`src/rtl/int_ctrl_if.sv`:
```
// Interrupt sequencer bus: IF/EX state in, PC redirect and hold requests out.
// master is the core side, slave is int_ctrl.
interface int_ctrl_if #(
    parameter int unsigned ADDR_W  = 16,
    parameter int unsigned NUM_IRQ = 4
);
    logic [NUM_IRQ-1:0] irq;
    logic [NUM_IRQ-1:0] irq_en;
    logic [ADDR_W-1:0]  inst_addr;
    logic               hold_pc;
    logic               ex_jump_flag;
    logic [ADDR_W-1:0]  ex_jump_pc;
    logic               reti;

    logic               int_jump_flag;
    logic [ADDR_W-1:0]  int_jump_pc;
    logic [1:0]         int_hold_flag;
    logic [NUM_IRQ-1:0] irq_ack;
    logic [ADDR_W-1:0]  epc;
    logic               int_active;

    modport master (
        output irq, irq_en, inst_addr, hold_pc, ex_jump_flag, ex_jump_pc, reti,
        input  int_jump_flag, int_jump_pc, int_hold_flag, irq_ack, epc, int_active
    );

    modport slave (
        input  irq, irq_en, inst_addr, hold_pc, ex_jump_flag, ex_jump_pc, reti,
        output int_jump_flag, int_jump_pc, int_hold_flag, irq_ack, epc, int_active
    );
endinterface

```
`src/rtl/int_ctrl.sv`:
```
// Interrupt sequencer: freezes fetch, drains the pipeline, saves the return PC,
// redirects to the selected vector and restores the PC on return-from-interrupt.
module int_ctrl #(
    parameter int unsigned       ADDR_W       = 16,
    parameter int unsigned       NUM_IRQ      = 4,
    parameter logic [ADDR_W-1:0] VEC_BASE     = 16'h0040,
    parameter logic [ADDR_W-1:0] VEC_STRIDE   = 16'h0004,
    parameter int unsigned       DRAIN_CYCLES = 3
) (
    input logic       clk,
    input logic       rst_n,
    int_ctrl_if.slave bus
);

    localparam int unsigned IdW      = (NUM_IRQ > 1) ? $clog2(NUM_IRQ) : 1;
    localparam logic [1:0]  HoldNone = 2'b00;
    localparam logic [1:0]  HoldPc   = 2'b01;
    localparam logic [1:0]  HoldPpl  = 2'b10;

    typedef enum logic [2:0] {
        StIdle,
        StDrain,
        StJump,
        StService,
        StReturn
    } state_e;

    state_e             state_q, state_d;
    logic [IdW-1:0]     id_q, id_d;
    logic [3:0]         cnt_q, cnt_d;
    logic [ADDR_W-1:0]  epc_q, epc_d;

    logic [NUM_IRQ-1:0] pending;
    logic [IdW-1:0]     sel_id;
    logic               accept;
    logic [ADDR_W-1:0]  vec_addr;

    logic               jump_flag;
    logic [ADDR_W-1:0]  jump_pc;
    logic [1:0]         hold_flag;
    logic [NUM_IRQ-1:0] ack;
    logic               active;

    assign pending = bus.irq & bus.irq_en;

    // Scan downwards so the lowest pending index wins.
    always_comb begin
        sel_id = '0;
        for (int i = NUM_IRQ - 1; i >= 0; i--) begin
            if (pending[i]) begin
                sel_id = IdW'(i);
            end
        end
    end

    // Gated by rst_n so the combinational hold stays low while reset is held.
    assign accept   = rst_n && (|pending) && !bus.hold_pc && !bus.ex_jump_flag;
    assign vec_addr = VEC_BASE + ADDR_W'(id_q) * VEC_STRIDE;

    always_comb begin
        state_d   = state_q;
        id_d      = id_q;
        cnt_d     = cnt_q;
        epc_d     = epc_q;
        jump_flag = 1'b0;
        jump_pc   = '0;
        hold_flag = HoldNone;
        ack       = '0;
        active    = 1'b0;

        case (state_q)
            StIdle: begin
                if (accept) begin
                    hold_flag = HoldPc;
                    epc_d     = bus.inst_addr;
                    id_d      = sel_id;
                    cnt_d     = 4'(DRAIN_CYCLES - 1);
                    state_d   = (DRAIN_CYCLES > 1) ? StDrain : StJump;
                end
            end
            StDrain: begin
                hold_flag = HoldPc;
                cnt_d     = cnt_q - 4'd1;
                // An older branch resolving now owns the PC; the ISR must return to it.
                if (bus.ex_jump_flag) begin
                    epc_d = bus.ex_jump_pc;
                end
                if (cnt_q <= 4'd1) begin
                    state_d = StJump;
                end
            end
            StJump: begin
                jump_flag   = 1'b1;
                jump_pc     = vec_addr;
                hold_flag   = HoldPpl;
                ack[id_q]   = 1'b1;
                state_d     = StService;
            end
            StService: begin
                active = 1'b1;
                if (bus.reti) begin
                    state_d = StReturn;
                end
            end
            StReturn: begin
                jump_flag = 1'b1;
                jump_pc   = epc_q;
                hold_flag = HoldPpl;
                state_d   = StIdle;
            end
            default: begin
                state_d = StIdle;
            end
        endcase
    end

    always_ff @(posedge clk or negedge rst_n) begin
        if (!rst_n) begin
            state_q <= StIdle;
            id_q    <= '0;
            cnt_q   <= '0;
            epc_q   <= '0;
        end else begin
            state_q <= state_d;
            id_q    <= id_d;
            cnt_q   <= cnt_d;
            epc_q   <= epc_d;
        end
    end

    assign bus.int_jump_flag = jump_flag;
    assign bus.int_jump_pc   = jump_pc;
    assign bus.int_hold_flag = hold_flag;
    assign bus.irq_ack       = ack;
    assign bus.epc           = epc_q;
    assign bus.int_active    = active;

endmodule

```
`src/flat_wrapper.sv`:
```
// flat-port wrapper written by rule: the top's interface ports become plain ports
module int_ctrl_flat 
#(
    parameter int unsigned       ADDR_W       = 16,
    parameter int unsigned       NUM_IRQ      = 4,
    parameter logic [ADDR_W-1:0] VEC_BASE     = 16'h0040,
    parameter logic [ADDR_W-1:0] VEC_STRIDE   = 16'h0004,
    parameter int unsigned       DRAIN_CYCLES = 3
)
  (clk, rst_n, bus_irq, bus_irq_en, bus_inst_addr, bus_hold_pc, bus_ex_jump_flag, bus_ex_jump_pc, bus_reti, bus_int_jump_flag, bus_int_jump_pc, bus_int_hold_flag, bus_irq_ack, bus_epc, bus_int_active);
  int_ctrl_if #(.ADDR_W(ADDR_W), .NUM_IRQ(NUM_IRQ)) bus_i ();
  input logic clk;
  input logic rst_n;
  input wire logic [$bits(bus_i.irq)-1:0] bus_irq;
  input wire logic [$bits(bus_i.irq_en)-1:0] bus_irq_en;
  input wire logic [$bits(bus_i.inst_addr)-1:0] bus_inst_addr;
  input wire logic [$bits(bus_i.hold_pc)-1:0] bus_hold_pc;
  input wire logic [$bits(bus_i.ex_jump_flag)-1:0] bus_ex_jump_flag;
  input wire logic [$bits(bus_i.ex_jump_pc)-1:0] bus_ex_jump_pc;
  input wire logic [$bits(bus_i.reti)-1:0] bus_reti;
  output wire logic [$bits(bus_i.int_jump_flag)-1:0] bus_int_jump_flag;
  output wire logic [$bits(bus_i.int_jump_pc)-1:0] bus_int_jump_pc;
  output wire logic [$bits(bus_i.int_hold_flag)-1:0] bus_int_hold_flag;
  output wire logic [$bits(bus_i.irq_ack)-1:0] bus_irq_ack;
  output wire logic [$bits(bus_i.epc)-1:0] bus_epc;
  output wire logic [$bits(bus_i.int_active)-1:0] bus_int_active;
  assign bus_i.irq = bus_irq;
  assign bus_i.irq_en = bus_irq_en;
  assign bus_i.inst_addr = bus_inst_addr;
  assign bus_i.hold_pc = bus_hold_pc;
  assign bus_i.ex_jump_flag = bus_ex_jump_flag;
  assign bus_i.ex_jump_pc = bus_ex_jump_pc;
  assign bus_i.reti = bus_reti;
  assign bus_int_jump_flag = bus_i.int_jump_flag;
  assign bus_int_jump_pc = bus_i.int_jump_pc;
  assign bus_int_hold_flag = bus_i.int_hold_flag;
  assign bus_irq_ack = bus_i.irq_ack;
  assign bus_epc = bus_i.epc;
  assign bus_int_active = bus_i.int_active;
  int_ctrl #(.ADDR_W(ADDR_W), .NUM_IRQ(NUM_IRQ), .VEC_BASE(VEC_BASE), .VEC_STRIDE(VEC_STRIDE), .DRAIN_CYCLES(DRAIN_CYCLES)) u_core (.clk(clk), .rst_n(rst_n), .bus(bus_i));
endmodule
```
`config.mk`:
```
export PLATFORM = sky130hd
export DESIGN_NAME = int_ctrl_flat
export DESIGN_NICKNAME = d
export VERILOG_FILES = /design/src/rtl/int_ctrl_if.sv /design/src/rtl/int_ctrl.sv /design/src/flat_wrapper.sv
export SDC_FILE = /design/constraint.sdc
export NUM_CORES = 1
export LEC_CHECK = 0
export ABC_AREA = 0
export CORE_MARGIN = 3
export CORE_UTILIZATION = 43
export CTS_BUF_LIST = sky130_fd_sc_hd__clkbuf_8
export DETAILED_ROUTE_END_ITERATION = 10
export HOLD_SLACK_MARGIN = 0.12
export PLACE_DENSITY = 0.84
export SLEW_MARGIN = 5
export SYNTH_ARGS = -nofsm -noshare
export SYNTH_HDL_FRONTEND = slang
export SYNTH_SLANG_ARGS = --single-unit
```
`constraint.sdc`:
```
create_clock -name clk -period 5.1 [get_ports clk]
set_input_delay 0.765 -clock clk [delete_from_list [all_inputs] [get_ports clk]]
set_output_delay 0.765 -clock clk [all_outputs]
set_load 0.03 [all_outputs]
```
==> results.cfg <==
[outcome]
outcome = complete, no violations

[cts]
worstSkewPairLatency_ns = 0.27
postCtsResizedCells = 0
hold_buffers = 0
cts_tree = done
cts_root_buffer = clkbuf_8
clock_path_buffers = 2
cts.sinks = 25
postCtsSetupRepairBufs = 0
htreeDepth = 1
numCtsBuffers = 3
path_clk_slew_ns = 0.08

[worst_setup_path]
arrival_ns = 2.98
cp_common_cell = clkdlybuf4s50_1
cp_data_required_time_ns = 4.34
start_kind = input pin
critPathSlowestCell = clkdlybuf4s50_1
crit_fanout = 5
critPathCaptureType = output pin
cpLargestDelayFamily = buffers and inverters
crit_chain = clkdlybuf4s50_1 > or3b_4 > a211oi_4 > nor2_1 > inv_1 > clkdlybuf4s50_1
crit_type = in -> out
cp_slowest_stage_delay_ns = 0.67
cp_num_buf_inv = 3

[synthesis]
synthCells = 135
synth_area_per_cell_um2 = 11.5
synth_area_leaders = dfrtp_1, mux2_2, mux2_4
ys_types = 31
synth_area_um2 = 1560
synth_top_area_frac = 0.402
synth_area_leader_cell = dfrtp_1
synth-seq-cells = 25
yosysWarnings = 0
yosysSeqAreaShare = 0.402
synth_fp_nets = 182

[sta]
skew_ns = 0.00310
finalSetupViolations = 0
fmax_mhz = 267
worst_slew_pin_slew_ns = 0.650
period_share = 0.735
setup-tns-final_ns = 0
period_minus_slack_ns = 3.75
rsz0062_at_grt = no
hold_viol = 0
slew-limit-headroom = 0.566
slew_viol_final = 0

[global_route]
overflow = 0
grt_usage = 0.213
antenna_found_initial = 0
grt_pass1_vias = 1459
grt_pass1_wl_um = 7060
grt_start_max_net_pins = 26

[floorplanning]
ioPinCount = 85
die_w_um = 66.2
dieHeight_um = 66.2
start_util = 0.456
dieArea_um2 = 4380
fp-row-count = 21
core-area_um2 = 3420

[layout]
n_antenna_cell = 0
syn2layout_area_growth_pct = 58.4
drive_gt1_frac = 0.188
final_cells = 264
final_nets = 266

[drt]
post-route-drc-count = 0
ant_nets = 0
avgViaCountPerCell = 5.17
avgRoutedWirePerCell_um = 16.2
vias = 1366
initialDrtViolationCount = 41
firstDrtPassIters = 4
routed_wl_um = 4280

[power]
p_leak_uw = 0.00103
vdd_drop_max_mv = 0.381
power_per_cell_area_nw_per_um2 = 541

[run]
max_cap_viol_count = 0

[placement]
place_hpwl_um = 3520
io_buffers = 84
dp_cells = 260
gp_congestion = 0.757

[worst_hold_path]
hold_class = reg -> reg
## state kept, by name, indices dropped and copies added (netlist names)
| register | cells |
|---|---|
| u_core.id_q | 2 |
| u_core.bus.epc | 16 |
| u_core.cnt_q | 4 |
| u_core.state_q | 3 |
## power by group
group,total (uW),internal [uW],leakage (uW),switching (uW)
registers,404,297,0.000299,107
logic,815,419,0.000705,396
clock network,115,53.8,0.0000269,60.7
## area by class of cell
class,count,area (um2)
Clock inverter,1,3.75
Timing Repair Buffer,86,856
Inverter,3,11.3
Sequential cell,25,626
Clock buffer,3,41.3
Multi-Input combinational cell,100,870
Tap cell,46,57.6
Fill cell,255,951
## cells in the mapped netlist, drive strengths merged
master	number
a22oi	5
ha	2
a211oi	2
nand2	4
a21o	1
nor2	10
nor4	2
xor2	2
o32a	1
nor3	4
and3	2
a22o	1
mux2	34
buf	4
nand2b	2
or3	1
and2	14
dfrtp	25
nor3b	1
a32oi	1
or3b	1
clkbuf	3
nor4b	1
nor2b	2
a21oi	7
inv	3
## metal layers
layer  global-route usage  share of wire  up-vias
met1                0.274           0.39      667
met4               0.0736          0.017        0
met3               0.0323          0.043        8
li1                     -              -      646
met5                    0              0        -
met2                0.359           0.54       45
## placed cells by master, fill, tap and decap left out, types with 5 or more instances in the layout
master | Yosys | routed
and2_1 | 14 | 14
mux2_4 | 10 | 10
mux2_2 | 21 | 21
a21oi_1 | 6 | 6
nor2_1 | 10 | 10
a22oi_1 | 5 | 5
clkdlybuf4s50_1 | 0 | 84
dfrtp_1 | 25 | 25
## cell families after synthesis
family | Yosys count | synth area share
and+or+nand+nor | 44 | 0.167
xor gates and xnor gates | 2 | 0.0113
DFF | 25 | 0.402
buffers and inverters | 10 | 0.0394
AOI/OAI and AO/OA | 18 | 0.0941
adders and majority gates | 2 | 0.0161
muxes | 34 | 0.270
## final timing paths
kind	startpoint	endpoint	slack, ns	cells after the start
max	rst_n	bus_int_hold_flag[0]	1.35	6
min	u_core.bus.epc[10]	u_core.bus.epc[10]	0.54	1
max reg2reg	u_core.state_q[0]	u_core.bus.epc[11]	2.93	4
min reg2reg	u_core.bus.epc[10]	u_core.bus.epc[10]	0.54	1
max in group asynchronous	rst_n	u_core.id_q[1]	3.90	2
min in group asynchronous	rst_n	u_core.cnt_q[0]	0.96	2
## metrics by stage
step	util	power, uW	hold slack [ns]	setup WS (ns)	area (um2)
6_report	0.722	1330	0.538	1.35	2460
5_1_grt	0.722	1420	0.567	1.27	2460
4_1_cts	0.722	1350	0.539	1.33	2460
3_5_place_dp	0.708	1230	0.522	1.34	2420
3_3_place_gp	0.708	1200	0.512	1.39	2420
2_1_floorplan	-	944	0.469	2.50	1560
Note: power is estimated with default switching activity, not from simulation.
